### src/rtl/time_display_driver.sv
// rtl/time_display_driver.sv - HH:MM:SS seven-segment driver with sequential BCD conversion and alarm blink
module time_display_driver #(
  parameter int BLINK_DIV = 12_500_000
) (
  input  logic        clk_clk,
  input  logic        reset_reset,
  input  logic [15:0] hours_in,
  input  logic [15:0] minutes_in,
  input  logic [15:0] seconds_in,
  input  logic        alarm_in,
  output logic [6:0]  hex5,
  output logic [6:0]  hex4,
  output logic [6:0]  hex3,
  output logic [6:0]  hex2,
  output logic [6:0]  hex1,
  output logic [6:0]  hex0,
  output logic        frame_done
);

  localparam int CNT_W = (BLINK_DIV > 1) ? $clog2(BLINK_DIV) : 1;
  localparam logic [CNT_W-1:0] CNT_MAX = CNT_W'(BLINK_DIV - 1);

  localparam logic [6:0] SEG_BLANK = 7'h7F;
  localparam logic [6:0] SEG_DASH  = 7'h3F;

  typedef enum logic [1:0] {
    S_CAPTURE,
    S_SHIFT,
    S_STORE,
    S_COMMIT
  } state_t;

  state_t      state_q;
  logic [1:0]  field_q;       // 0 = hours, 1 = minutes, 2 = seconds
  logic [2:0]  shift_cnt_q;
  logic [6:0]  bin_q;
  logic [7:0]  bcd_q;
  logic [15:0] cap_h_q;
  logic [15:0] cap_m_q;
  logic [15:0] cap_s_q;
  logic [3:0]  h_tens_q, h_units_q;
  logic [3:0]  m_tens_q, m_units_q;
  logic [3:0]  s_tens_q, s_units_q;
  logic        h_dash_q, m_dash_q, s_dash_q;
  logic [6:0]  seg_q [6];
  logic        frame_done_q;

  logic [CNT_W-1:0] blink_cnt_q;
  logic             blank_q;

  logic [2:0]  adj_t;
  logic [3:0]  adj_u;
  logic [7:0]  bcd_d;
  logic [6:0]  bin_d;
  logic [15:0] field_val;
  logic [6:0]  next_bin;
  logic        field_over;

  function automatic logic [6:0] seg_code(input logic [3:0] d);
    logic [6:0] code;
    case (d)
      4'd0:    code = 7'h40;
      4'd1:    code = 7'h79;
      4'd2:    code = 7'h24;
      4'd3:    code = 7'h30;
      4'd4:    code = 7'h19;
      4'd5:    code = 7'h12;
      4'd6:    code = 7'h02;
      4'd7:    code = 7'h78;
      4'd8:    code = 7'h00;
      4'd9:    code = 7'h10;
      default: code = SEG_BLANK;
    endcase
    return code;
  endfunction

  // One double-dabble step: add-3 on nibbles >=5, then shift the next binary bit in.
  // The tens correction is kept to 3 bits; a carry out only happens for values that show dashes.
  always_comb begin
    adj_t = (bcd_q[7:4] >= 4'd5) ? (bcd_q[6:4] + 3'd3) : bcd_q[6:4];
    adj_u = (bcd_q[3:0] >= 4'd5) ? (bcd_q[3:0] + 4'd3) : bcd_q[3:0];
    bcd_d = {adj_t, adj_u, bin_q[6]};
    bin_d = {bin_q[5:0], 1'b0};
  end

  // Select the captured field being stored and the binary bits of the field that follows it.
  always_comb begin
    field_val = cap_h_q;
    next_bin  = cap_m_q[6:0];
    case (field_q)
      2'd0: begin
        field_val = cap_h_q;
        next_bin  = cap_m_q[6:0];
      end
      2'd1: begin
        field_val = cap_m_q;
        next_bin  = cap_s_q[6:0];
      end
      default: begin
        field_val = cap_s_q;
        next_bin  = cap_s_q[6:0];
      end
    endcase
    field_over = (field_val > 16'd99);
  end

  // Frame sequencer: capture, convert H/M/S in turn, then commit all six digits at once.
  always_ff @(posedge clk_clk) begin
    if (reset_reset) begin
      state_q      <= S_CAPTURE;
      field_q      <= 2'd0;
      shift_cnt_q  <= 3'd0;
      bin_q        <= 7'd0;
      bcd_q        <= 8'd0;
      cap_h_q      <= 16'd0;
      cap_m_q      <= 16'd0;
      cap_s_q      <= 16'd0;
      h_tens_q     <= 4'd0;
      h_units_q    <= 4'd0;
      m_tens_q     <= 4'd0;
      m_units_q    <= 4'd0;
      s_tens_q     <= 4'd0;
      s_units_q    <= 4'd0;
      h_dash_q     <= 1'b0;
      m_dash_q     <= 1'b0;
      s_dash_q     <= 1'b0;
      for (int i = 0; i < 6; i++) seg_q[i] <= SEG_BLANK;
      frame_done_q <= 1'b0;
    end else begin
      frame_done_q <= 1'b0;
      case (state_q)
        S_CAPTURE: begin
          cap_h_q     <= hours_in;
          cap_m_q     <= minutes_in;
          cap_s_q     <= seconds_in;
          bin_q       <= hours_in[6:0];
          bcd_q       <= 8'd0;
          field_q     <= 2'd0;
          shift_cnt_q <= 3'd0;
          state_q     <= S_SHIFT;
        end
        S_SHIFT: begin
          bcd_q <= bcd_d;
          bin_q <= bin_d;
          if (shift_cnt_q == 3'd6) begin
            shift_cnt_q <= 3'd0;
            state_q     <= S_STORE;
          end else begin
            shift_cnt_q <= shift_cnt_q + 3'd1;
          end
        end
        S_STORE: begin
          case (field_q)
            2'd0: begin
              h_tens_q  <= bcd_q[7:4];
              h_units_q <= bcd_q[3:0];
              h_dash_q  <= field_over;
            end
            2'd1: begin
              m_tens_q  <= bcd_q[7:4];
              m_units_q <= bcd_q[3:0];
              m_dash_q  <= field_over;
            end
            default: begin
              s_tens_q  <= bcd_q[7:4];
              s_units_q <= bcd_q[3:0];
              s_dash_q  <= field_over;
            end
          endcase
          if (field_q == 2'd2) begin
            state_q <= S_COMMIT;
          end else begin
            field_q <= field_q + 2'd1;
            bin_q   <= next_bin;
            bcd_q   <= 8'd0;
            state_q <= S_SHIFT;
          end
        end
        S_COMMIT: begin
          seg_q[5]     <= h_dash_q ? SEG_DASH : seg_code(h_tens_q);
          seg_q[4]     <= h_dash_q ? SEG_DASH : seg_code(h_units_q);
          seg_q[3]     <= m_dash_q ? SEG_DASH : seg_code(m_tens_q);
          seg_q[2]     <= m_dash_q ? SEG_DASH : seg_code(m_units_q);
          seg_q[1]     <= s_dash_q ? SEG_DASH : seg_code(s_tens_q);
          seg_q[0]     <= s_dash_q ? SEG_DASH : seg_code(s_units_q);
          frame_done_q <= 1'b1;
          state_q      <= S_CAPTURE;
        end
        default: state_q <= S_CAPTURE;
      endcase
    end
  end

  // Blink timebase: free-runs only while the alarm is active, so blinking starts visible.
  always_ff @(posedge clk_clk) begin
    if (reset_reset || !alarm_in) begin
      blink_cnt_q <= '0;
      blank_q     <= 1'b0;
    end else if (blink_cnt_q == CNT_MAX) begin
      blink_cnt_q <= '0;
      blank_q     <= ~blank_q;
    end else begin
      blink_cnt_q <= blink_cnt_q + 1'b1;
    end
  end

  assign hex5       = blank_q ? SEG_BLANK : seg_q[5];
  assign hex4       = blank_q ? SEG_BLANK : seg_q[4];
  assign hex3       = blank_q ? SEG_BLANK : seg_q[3];
  assign hex2       = blank_q ? SEG_BLANK : seg_q[2];
  assign hex1       = blank_q ? SEG_BLANK : seg_q[1];
  assign hex0       = blank_q ? SEG_BLANK : seg_q[0];
  assign frame_done = frame_done_q;

endmodule

### config.mk
export PLATFORM = sky130hd
export DESIGN_NAME = time_display_driver
export DESIGN_NICKNAME = d
export VERILOG_FILES = /design/src/rtl/time_display_driver.sv
export SDC_FILE = /design/constraint.sdc
export NUM_CORES = 1
export LEC_CHECK = 0
export ABC_AREA = 0
export CAP_MARGIN = 10
export CORE_UTILIZATION = 55
export DETAILED_ROUTE_END_ITERATION = 8
export MAX_ROUTING_LAYER = met4
export PLACE_DENSITY = 0.78
export SYNTH_ARGS = -nofsm -noshare
export SYNTH_HDL_FRONTEND = slang
export SYNTH_SLANG_ARGS = --single-unit
### constraint.sdc
create_clock -name clk_clk -period 4.6 [get_ports clk_clk]
set_input_delay 1.15 -clock clk_clk [delete_from_list [all_inputs] [get_ports clk_clk]]
set_output_delay 1.15 -clock clk_clk [all_outputs]
set_load 0.005 [all_outputs]
* Yosys cells after proc, flatten, opt, wreduce, memory -nomap -nowiden
Memories as Yosys holds them, arrays and structs flattened. A register that Yosys moved wholly into a read port is not among the register bits. Cells that the tools add are included.
Word-level totals: RAM bits 42, output and inout port bits 43, memory bits (read-only) 672, memories 7, input bits 51, flip-flop bits (word level) 123, word-level logic and storage cells 128
Memories:
- (no name shown) | words 16, width 7, read ports 1, clocked after Yosys merged registers in 1, write ports 0, line 61 | case (d)
- (no name shown) | words 16, width 7, read ports 1, clocked after Yosys merged registers in 1, write ports 0, line 61
- (no name shown) | words 16, width 7, read ports 1, clocked after Yosys merged registers in 1, write ports 0, line 61
- (no name shown) | words 16, width 7, read ports 1, clocked after Yosys merged registers in 1, write ports 0, line 61
- (no name shown) | words 16, width 7, read ports 1, clocked after Yosys merged registers in 1, write ports 0, line 61
- (no name shown) | words 16, width 7, read ports 1, clocked after Yosys merged registers in 1, write ports 0, line 61
- 1 more memories
Operators by class: $add $sub $neg 5, order comparisons 3, multiplexer cells 62, reduce and logical (&&, ||, !) cells 14, bitwise logic cells 8, equal/unequal tests 9
Operators with widths (count):
- 2-to-1 mux 7 bit | 32
- 2-to-1 mux 4 bit | 13
- one-hot mux 16 bit (2 select lines) | 1
- adder 24 x 1 -> 24 bit, second input constant | 1
- == test 24 bit, second input constant | 1
- one-hot mux 8 bit (3 select lines) | 1
- one-hot mux 7 bit (3 select lines) | 1
- > comparator 16 x 7 -> 1 bit, second input constant | 1
- AND reduction 2 bit | 5
- >= comparator 4 x 3 -> 1 bit, second input constant | 2
- 2-to-1 mux 8 bit | 1
- one-hot mux 2 bit (4 select lines) | 1
- == test 2 bit, second input constant | 3
- 2-to-1 mux 2 bit | 3
- 2-to-1 mux 3 bit | 2
- bitwise OR 1 bit | 6
- one-hot mux 3 bit (2 select lines) | 1
- 2-to-1 mux 1 bit | 5
- adder 4 x 2 -> 4 bit, second input constant | 1
- == test 2 x 1 -> 1 bit, second input constant | 2
- zero test 2 bit | 2
- inequality test 2 bit, second input constant | 2
- one-hot mux 2 bit (2 select lines) | 1
- nonzero test 2 bit | 2
- 9 further kinds | 11

* Depth between registers and ports, before layout
Gate-level depths: netlist (run 1).
depth in word-level cells 6, depth in mapped cells 11, depth with buffers taken out 10

* Least setup slack after synthesis (run 1)
OpenSTA, ideal clock, no wires.
path type input to register, from input port reset_reset, to memory seg_q[0][0] (enable), path slack 1.734 ns, library setup time 0.381 ns, stages 4, required time 4.219 ns, path buffers 3, arrival time 2.485 ns, path through buf_2 clkbuf_1 clkbuf_1 or2_2
RTL lines:
- start, declared | line 6 | input logic reset_reset,
- end, declared | line 45 | logic [6:0] seg_q [6];

* Worst setup path in the final report (run 1)
from register blank_q, to output port hex5[5]
On the way: longest elaborated chain between the ends 1
Ends and longest elaborated chain:
- start, declared | line 49 | logic blank_q;
- start signal, assigned | line 201 | blank_q <= ~blank_q;
- 2-to-1 mux 7 bit | line 207 | assign hex5 = blank_q ? SEG_BLANK : seg_q[5];
- end, declared | line 11 | output logic [6:0] hex5,
Every way passes these cells.

==> results of run 1 <==
## per-stage QoR
step | cells | hold slack (ns) | area [um^2] | setup slack (ns) | total power [mW]
finish | 1224 | 0.457 | 10900 | 1.18 | 4.94
global route | 1224 | 0.475 | 10900 | 0.925 | 5.18
CTS | 1224 | 0.456 | 10900 | 1.10 | 4.98
detailed placement | 1184 | 0.448 | 10200 | 1.31 | 3.27
global placement | 1184 | 0.431 | 10200 | 1.42 | 3.25
floorplan | 924 | 0.417 | 9230 | 1.73 | 2.99
## layer usage
| metal | vias to the layer above | global-route usage |
|---|---|---|
| met5 | - | - |
| met4 | 0 | 0.0685 |
| met3 | 28 | 0.0293 |
| met2 | 130 | 0.331 |
| met1 | 2996 | 0.266 |
| li1 | 3301 | - |
## synthesized netlist by cell type, types with 19 or more instances
master / n
dfxtp_1: 163
nor2_1: 126
mux2i_1: 92
a21oi_1: 54
or2_2: 54
inv_1: 48
ha_1: 43
edfxtp_1: 42
clkbuf_1: 40
or3_1: 38
o21ai_0: 24
nand3_1: 19
## kinds of logic after synthesis
kind of cell             synth area share
AND/OR/NAND/NOR                     0.188
flip-flops                          0.490
AO/OA/AOI/OAI                      0.0793
buffers and inverters              0.0477
multiplexers                        0.112
adder cells (fa/ha/maj)            0.0583
XOR/XNOR                           0.0237
## final cells by class
cell class              count  area, um^2  area share
flip-flops and latches    205        4520       0.414
multi-input cells         616        4260       0.390
repair buffers             96         951      0.0871
clock buffers              25         583      0.0534
well taps                 216         270      0.0248
inverters                  51         204      0.0187
clock inverters            15         124      0.0113
## report_power, final
group	switching (mW)	internal, mW
sequential	0.116	2.03
combinational	0.578	0.509
clock	0.725	0.982
## worst min-delay path by stage
stage | end | slack, ns
2_1_floorplan | blink_cnt_q[0] | 0.42
3_3_place_gp | blink_cnt_q[0] | 0.43
3_5_place_dp | blink_cnt_q[0] | 0.45
4_1_cts | blink_cnt_q[0] | 0.46
5_1_grt | blink_cnt_q[0] | 0.48
6_report | blink_cnt_q[0] | 0.46
==> flow_metrics.env, run 1 <==
export IMPL_max_vdd_ir_drop_mv=0.508
export IMPL_post_route_cells_drive_above_1_share=0.124
export IMPL_drtIter0Drc=414
export IMPL_worst_slew_slack_as_a_fraction_of_its_limit=0.239
export IMPL_status="completed"
export IMPL_crit_path_max_delay_family="flip-flops"
export IMPL_grt_start_max_net_pins=59
export IMPL_period_needed_ns=3.42
export IMPL_antenna_cells=0
export IMPL_worst_r2r_path_depth=10
export IMPL_critical_path_slowest_cell="dfxtp_1"
export IMPL_initial_antenna_violation_count=0
export IMPL_synth_enable_flop_cells=42
export IMPL_area_growth_syn_to_layout_pct=18.4
export IMPL_power_static_leakage_nw=4.46
export IMPL_hold_path_startpoint="blink_cnt_q[0]"
export IMPL_mappedNetlistNets=1018
export IMPL_slew_at_the_pin_closest_to_its_max_slew_limit_ns=1.14
export IMPL_drt_pass1_iterations=4
export IMPL_via_per_inst=5.27
export IMPL_timing_critical_path_slowest_cell_delay_ns=1.01
export IMPL_rsz0062_at_grt="no"
export IMPL_setup_violations_final=0
export IMPL_first_global_vias=5905
export IMPL_top_routing_layer_in_use="met4"
export IMPL_drv_max_cap_violation_count=0
export IMPL_design_final_nets=1086
export IMPL_most_common_cell_after_layout_fill_and_taps_aside="dfxtp_1"
export IMPL_route_layer_met1_wl_um=8080
export IMPL_nFillCells=1294
export IMPL_worstReg2RegStart="field_q[0]"
export IMPL_postSynthRegisterBits=205
export IMPL_clock_sink_count=205
export IMPL_setup_worst_path_class="reg2out"
export IMPL_initial_core_util=0.572
export IMPL_mappedNetlistArea_um2=9230
export IMPL_globalRouteTotalUtil=0.206
export IMPL_arrival_ns=2.27
export IMPL_worst_setup_path_start_kind="register"
export IMPL_report_final_hold_viol_count=0
export IMPL_post_synth_main_area_contributors="dfxtp_1 35%, edfxtp_1 14%, mux2i_1 10%"
export IMPL_core_area_um2=16100
export IMPL_top_level_ports=94
export IMPL_cts_tree="yes"
export IMPL_drcViolationCount=0
export IMPL_rows=46
export IMPL_path_buf_inv=1
export IMPL_hold_path_class="reg2reg"
export IMPL_timing_hold_worst_path_depth=1
export IMPL_routed_wire_length_per_instance_um=14.1
export IMPL_dpl_hpwl_um=11400
export IMPL_post_cts_repair_resize_count=0
export IMPL_max_clock_freq_mhz=292
export IMPL_timing_max_transition_violations_final=0
export IMPL_synth_seq_area_share=0.490
export IMPL_netlist_top_cell_by_area="dfxtp_1"
export IMPL_cp_depth=2
export IMPL_finalWirelength_um=17300
export IMPL_port_buffer_count=93
export IMPL_cts_setup_buffers=0
export IMPL_detailed_routed_wire_length_on_met3_um=586
export IMPL_crit_path_max_fanout=43
export IMPL_tritoncts_num_buffers=22
export IMPL_die_h_um=132
export IMPL_async_reset_ff_frac=0
export IMPL_postRouteAntennaNets=0
export IMPL_clk_latency_ns=0.50
export IMPL_synthFlopType="dfxtp_1"
export IMPL_die_area_um2=17300
export IMPL_layout_common_cells="163 x dfxtp_1, 126 x nor2_1, 92 x mux2i_1, 92 x clkdlybuf4s50_1"
export IMPL_critPathRequiredTime_ns=3.45
export IMPL_gp_congestion=0.825
export IMPL_finalClockSkew_ns=0.0147
export IMPL_grt_first_pass_wirelength_um=28800
export IMPL_utilization=0.678
export IMPL_post_synthesis_area_per_instance_um2=9.98
export IMPL_yosysTopAreaCellShare=0.354
export IMPL_floorplan_die_width_um=132
export IMPL_ff2ff_setup_slack_ns=1.47
export IMPL_cts_reportedPaths_clkPinSlew_ns=0.06
export IMPL_critical_path_cell_chain="or2_2, clkdlybuf4s50_1"
export IMPL_vias=6455
export IMPL_post_cts_hold_fix_bufs=0
export IMPL_period_share=0.744
export IMPL_power_density_nw_per_um2=452
export IMPL_cp_endpoint="hex5[5]"
export IMPL_cp_end_kind="output pin"
export IMPL_grt_overflow_total=0
export IMPL_cts_htree_levels=1
export IMPL_dr_wl_met2_um=8210
export IMPL_clock_tree_root_driver_cell="clkbuf_16"
export IMPL_cts_max_path_buffers=3
export IMPL_synth_yosys_warnings=0
export IMPL_netlist_instances=924
export IMPL_distinct_cells_synth=61
export IMPL_setup_worst_path_start="blank_q"
export IMPL_fin_setup_tns_ns=0
Power figures use the tool's default switching activity.
==> run 2: changes to the inputs <==
- clock period: 4.6 -> 3.2 ns (I/O delays scaled with it)
==> flow_metrics.env, run 2 (same netlist as run 1, synthesis figures left out) <==
export IMPL_status="completed"
export IMPL_max_clock_freq_mhz=377
export IMPL_finalWirelength_um=17000
export IMPL_report_final_hold_viol_count=0
export IMPL_period_share=0.828
export IMPL_area_growth_syn_to_layout_pct=20.1
export IMPL_timing_hold_worst_path_depth=1
export IMPL_fin_setup_tns_ns=0
export IMPL_worst_setup_path_start_kind="register"
export IMPL_drt_pass1_iterations=5
export IMPL_finalClockSkew_ns=0.00734
export IMPL_seq_area_um2=4520
export IMPL_routed_wire_length_per_instance_um=13.8
export IMPL_design_final_nets=1092
export IMPL_via_per_inst=5.20
export IMPL_rsz0062_at_grt="no"
export IMPL_nFillCells=1249
export IMPL_worst_r2r_path_depth=11
export IMPL_initial_antenna_violation_count=0
export IMPL_post_cts_repair_resize_count=0
export IMPL_drcViolationCount=0
export IMPL_grt_start_max_net_pins=68
export IMPL_port_buffer_count=93
export IMPL_period_needed_ns=2.65
export IMPL_critPathRequiredTime_ns=2.40
export IMPL_path_buf_inv=2
export IMPL_cp_depth=3
export IMPL_cts_htree_levels=1
export IMPL_grt_first_pass_wirelength_um=29000
export IMPL_multi_input_comb_area_um2=4260
export IMPL_crit_path_max_fanout=42
export IMPL_clock_tree_root_driver_cell="clkbuf_16"
export IMPL_cts_reportedPaths_clkPinSlew_ns=0.06
export IMPL_utilization=0.687
export IMPL_floorplan_die_width_um=132
export IMPL_dpl_hpwl_um=11400
export IMPL_timing_max_transition_violations_final=0
export IMPL_most_common_cell_after_layout_fill_and_taps_aside="dfxtp_1"
export IMPL_post_route_cells_drive_above_1_share=0.128
export IMPL_vias=6391
export IMPL_drv_max_cap_violation_count=0
export IMPL_die_area_um2=17300
export IMPL_postRouteAntennaNets=0
export IMPL_first_global_vias=6142
export IMPL_power_density_nw_per_um2=669
export IMPL_final_cell_area_um2=11100
export IMPL_layout_common_cells="163 x dfxtp_1, 126 x nor2_1, 92 x mux2i_1, 92 x clkdlybuf4s50_1"
export IMPL_arrival_ns=1.85
export IMPL_initial_core_util=0.572
export IMPL_clk_latency_ns=0.49
export IMPL_top_level_ports=94
export IMPL_power_static_leakage_nw=4.54
export IMPL_setup_violations_final=0
export IMPL_globalRouteTotalUtil=0.205
export IMPL_worst_slew_slack_as_a_fraction_of_its_limit=0.477
export IMPL_placement_setup_worst_slack_ns=0.658
export IMPL_critical_path_cell_chain="buf_4, or2_2, clkdlybuf4s50_1"
export IMPL_cts_max_path_buffers=3
export IMPL_tritoncts_num_buffers=22
export IMPL_core_area_um2=16100
export IMPL_setup_worst_path_class="reg2out"
export IMPL_slew_at_the_pin_closest_to_its_max_slew_limit_ns=0.785
export IMPL_post_dp_cell_area_um2=10300
export IMPL_drtIter0Drc=324
export IMPL_antenna_cells=0
export IMPL_hold_path_class="reg2reg"
export IMPL_timing_critical_path_slowest_cell_delay_ns=0.50
export IMPL_crit_path_max_delay_family="buffers and inverters"
export IMPL_layout_setup_ws_ns=0.549
export IMPL_clock_sink_count=205
export IMPL_rows=46
export IMPL_grt_overflow_total=0
export IMPL_die_h_um=132
export IMPL_gp_congestion=0.834
export IMPL_cts_tree="yes"
export IMPL_max_vdd_ir_drop_mv=0.465
export IMPL_critical_path_slowest_cell="clkdlybuf4s50_1"
export IMPL_cts_setup_buffers=0
export IMPL_cp_end_kind="output pin"
export IMPL_post_cts_hold_fix_bufs=0
run 2: worst paths after layout:
kind                   from        endpoint  slack (ns)
max                 blank_q         hex1[5]        0.55
min          blink_cnt_q[0]  blink_cnt_q[0]        0.45
max reg2reg      field_q[0]        register        0.62
min reg2reg  blink_cnt_q[0]  blink_cnt_q[0]        0.45
run 2: layout make-up:
type	instances	area share
Multi-Input combinational cell	616	0.385
Timing Repair Buffer	102	0.0911
Tap cell	216	0.0244
Clock buffer	29	0.0558
Inverter	51	0.0184
Clock inverter	11	0.0169
Sequential cell	205	0.408
run 2: per-stage QoR:
stage                     total power, mW  hold slack [ns]  instances
after detailed placement             4.71            0.440       1190
after global routing                 7.77            0.473       1230
after global placement               4.67            0.435       1190
after CTS                            7.47            0.448       1230
final                                7.41            0.449       1230
after floorplan                      4.29            0.417        924
run 2: power breakdown:
part,switching (mW),internal [mW]
clock network,0.985,1.77
logic,0.827,0.750
registers,0.169,2.91
total,1.98,5.43
run 2: routing by layer:
metal	wire length [um]	up-vias	global-route usage
met5	0	-	-
met4	255	0	0.0562
li1	-	3310	-
met1	7880	2935	0.258
met2	8190	121	0.344
met3	654	25	0.0305
==> run 3: changes to the inputs <==
- CORE_UTILIZATION: 55 -> 51
- PLACE_DENSITY: 0.78 -> 0.76
- clock period: 3.2 -> 2.1 ns (I/O delays scaled with it)
==> flow_metrics.env, run 3 (same netlist as run 1, synthesis figures left out) <==
export IMPL_status="completed"
export IMPL_path_buf_inv=2
export IMPL_first_global_vias=6245
export IMPL_vias=6744
export IMPL_port_buffer_count=93
export IMPL_post_cts_hold_fix_bufs=0
export IMPL_initial_core_util=0.528
export IMPL_multi_input_comb_area_um2=4460
export IMPL_top_level_ports=94
export IMPL_drtIter0Drc=304
export IMPL_worstReg2RegStart="field_q[1]"
export IMPL_setup_worst_path_class="reg2out"
export IMPL_power_density_nw_per_um2=957
export IMPL_cts_max_path_buffers=3
export IMPL_grt_overflow_total=0
export IMPL_drcViolationCount=0
export IMPL_report_final_hold_viol_count=0
export IMPL_globalRouteTotalUtil=0.207
export IMPL_cts_htree_levels=1
export IMPL_most_common_cell_after_layout_fill_and_taps_aside="dfxtp_1"
export IMPL_crit_path_max_delay_family="flip-flops"
export IMPL_crit_path_max_fanout=21
export IMPL_post_route_cells_drive_above_1_share=0.238
export IMPL_worst_hold_slack_ns=0.449
export IMPL_worst_r2r_path_depth=9
export IMPL_max_clock_freq_mhz=487
export IMPL_floorplan_die_width_um=136
export IMPL_hold_path_class="reg2reg"
export IMPL_layout_common_cells="160 x dfxtp_1, 121 x nor2_1, 87 x mux2i_1"
export IMPL_die_area_um2=18600
export IMPL_share_seq_of_total_power=0.427
export IMPL_clock_tree_root_driver_cell="clkbuf_16"
export IMPL_setup_violations_final=0
export IMPL_routed_wire_length_per_instance_um=14.5
export IMPL_design_power_total_mw=11.0
export IMPL_drv_max_cap_violation_count=0
export IMPL_via_per_inst=5.23
export IMPL_timing_critical_path_slowest_cell_delay_ns=0.42
export IMPL_place_inst=1236
export IMPL_hold_path_startpoint="blink_cnt_q[0]"
export IMPL_clock_sink_count=205
export IMPL_post_dp_cell_area_um2=10600
export IMPL_arrival_ns=1.53
export IMPL_drt_pass1_iterations=5
export IMPL_timing_max_transition_violations_final=0
export IMPL_cp_end_kind="output pin"
export IMPL_gp_congestion=0.871
export IMPL_clk_latency_ns=0.50
export IMPL_area_growth_syn_to_layout_pct=24.4
export IMPL_critical_path_slowest_cell="dfxtp_4"
export IMPL_cts_tree="yes"
export IMPL_dpl_hpwl_um=12100
export IMPL_period_needed_ns=2.05
export IMPL_tritoncts_num_buffers=22
export IMPL_grt_first_pass_wirelength_um=30000
export IMPL_rows=48
export IMPL_design_final_nets=1143
export IMPL_max_vdd_ir_drop_mv=0.940
export IMPL_timing_hold_worst_path_depth=1
export IMPL_ff2ff_setup_slack_ns=0.05
export IMPL_antenna_cells=0
export IMPL_finalWirelength_um=18700
export IMPL_power_switching_mw=3.12
export IMPL_number_of_cells_in_the_finished_layout_apart_from_fillers=1290
export IMPL_worst_setup_path_start_kind="register"
export IMPL_slew_at_the_pin_closest_to_its_max_slew_limit_ns=0.563
export IMPL_core_area_um2=17500
export IMPL_final_cell_area_um2=11500
export IMPL_rsz0062_at_grt="yes"
export IMPL_combPwrFrac=0.237
export IMPL_grt_start_max_net_pins=43
export IMPL_p_int_mw=7.86
export IMPL_die_h_um=136
export IMPL_critPathRequiredTime_ns=1.57
export IMPL_clock_power_share=0.336
export IMPL_critical_path_cell_chain="buf_16, or2_2, buf_2"
export IMPL_power_static_leakage_nw=4.73
export IMPL_cts_reportedPaths_clkPinSlew_ns=0.06
export IMPL_nFillCells=1398
export IMPL_finalClockSkew_ns=0.00843
export IMPL_initial_antenna_violation_count=0
export IMPL_p_sw_frac=0.284
export IMPL_period_share=0.978
export IMPL_hold_path_endpoint="blink_cnt_q[0]"
export IMPL_postRouteAntennaNets=0
export IMPL_worst_slew_slack_as_a_fraction_of_its_limit=0.622
export IMPL_seq_area_um2=4530
run 3: cell count changes in the layout (fill, tap and decap cells not counted), sizes merged:
cell           delta
bufinv            -4
clkbuf           +28
buf              +64
clkdlybuf4s50    -42
clkdlybuf4s15     +1
clkinv            +1
clkinvlp          +3
run 3: metal layers:
metal  GRT usage  vias up  wire length [um]
met5           -        -                 0
met4      0.0648        0               380
met3      0.0293       31               742
met2       0.345      134              9140
met1       0.258     3166              8460
li1            -     3413                 -
run 3: power by group through the flow:
stage / clock [mW] / combinational, mW / sequential (mW)
2_1_floorplan: 0 / 1.87 / 4.68
3_3_place_gp: 0 / 2.50 / 4.74
3_5_place_dp: 0 / 2.54 / 4.76
4_1_cts: 3.78 / 2.54 / 4.68
5_1_grt: 3.93 / 2.86 / 4.73
6_report: 3.69 / 2.60 / 4.69
run 3: final cells by class:
type	instances	area share
sequential	205	0.395
clock buffer	29	0.0530
multi-input combinational	616	0.388
clock inverter	11	0.00818
inverter	51	0.0180
timing repair buffer	153	0.113
tap	225	0.0245
run 3: worst max path at each step:
stage                             end        start  cells past startpoint
final                         hex5[0]      blank_q                      3
after floorplan           seg_q[0][0]  reset_reset                      4
after global routing         register   field_q[1]                     10
after detailed placement     register   state_q[0]                      8
after CTS                     hex1[1]      blank_q                      3
after global placement       s_dash_q   field_q[1]                      7
run 3: per-stage QoR:
stage | utilization | worst slack, ns | setup TNS, ns
CTS | 0.650 | -0.0276 | -0.624
global route | 0.657 | -0.0798 | -0.533
detailed placement | 0.606 | -0.0319 | -0.0753
floorplan | - | 0.0332 | 0
finish | 0.657 | 0.0468 | 0
global placement | 0.606 | -0.00338 | -0.00338
run 3: timing repair:
| action | in CTS | in global routing |
|---|---|---|
| gates resized for setup | 124 | 73 |
| setup endpoints to repair | 53 | 80 |
| cloned | 3 | 1 |
| buffers inserted | 2 | 9 |
| pin swaps | 2 | 8 |
run 3: worst reg2reg max path: cells and delay by family, from the launching register on:
| family | cells | cell delay (ns) |
|---|---|---|
| mux | 1 | 0.28 |
| compound gates | 1 | 0.08 |
| flops | 1 | 0.36 |
| buf+inv | 3 | 0.42 |
| fa+ha+maj | 1 | 0.18 |
| simple gates | 3 | 0.60 |
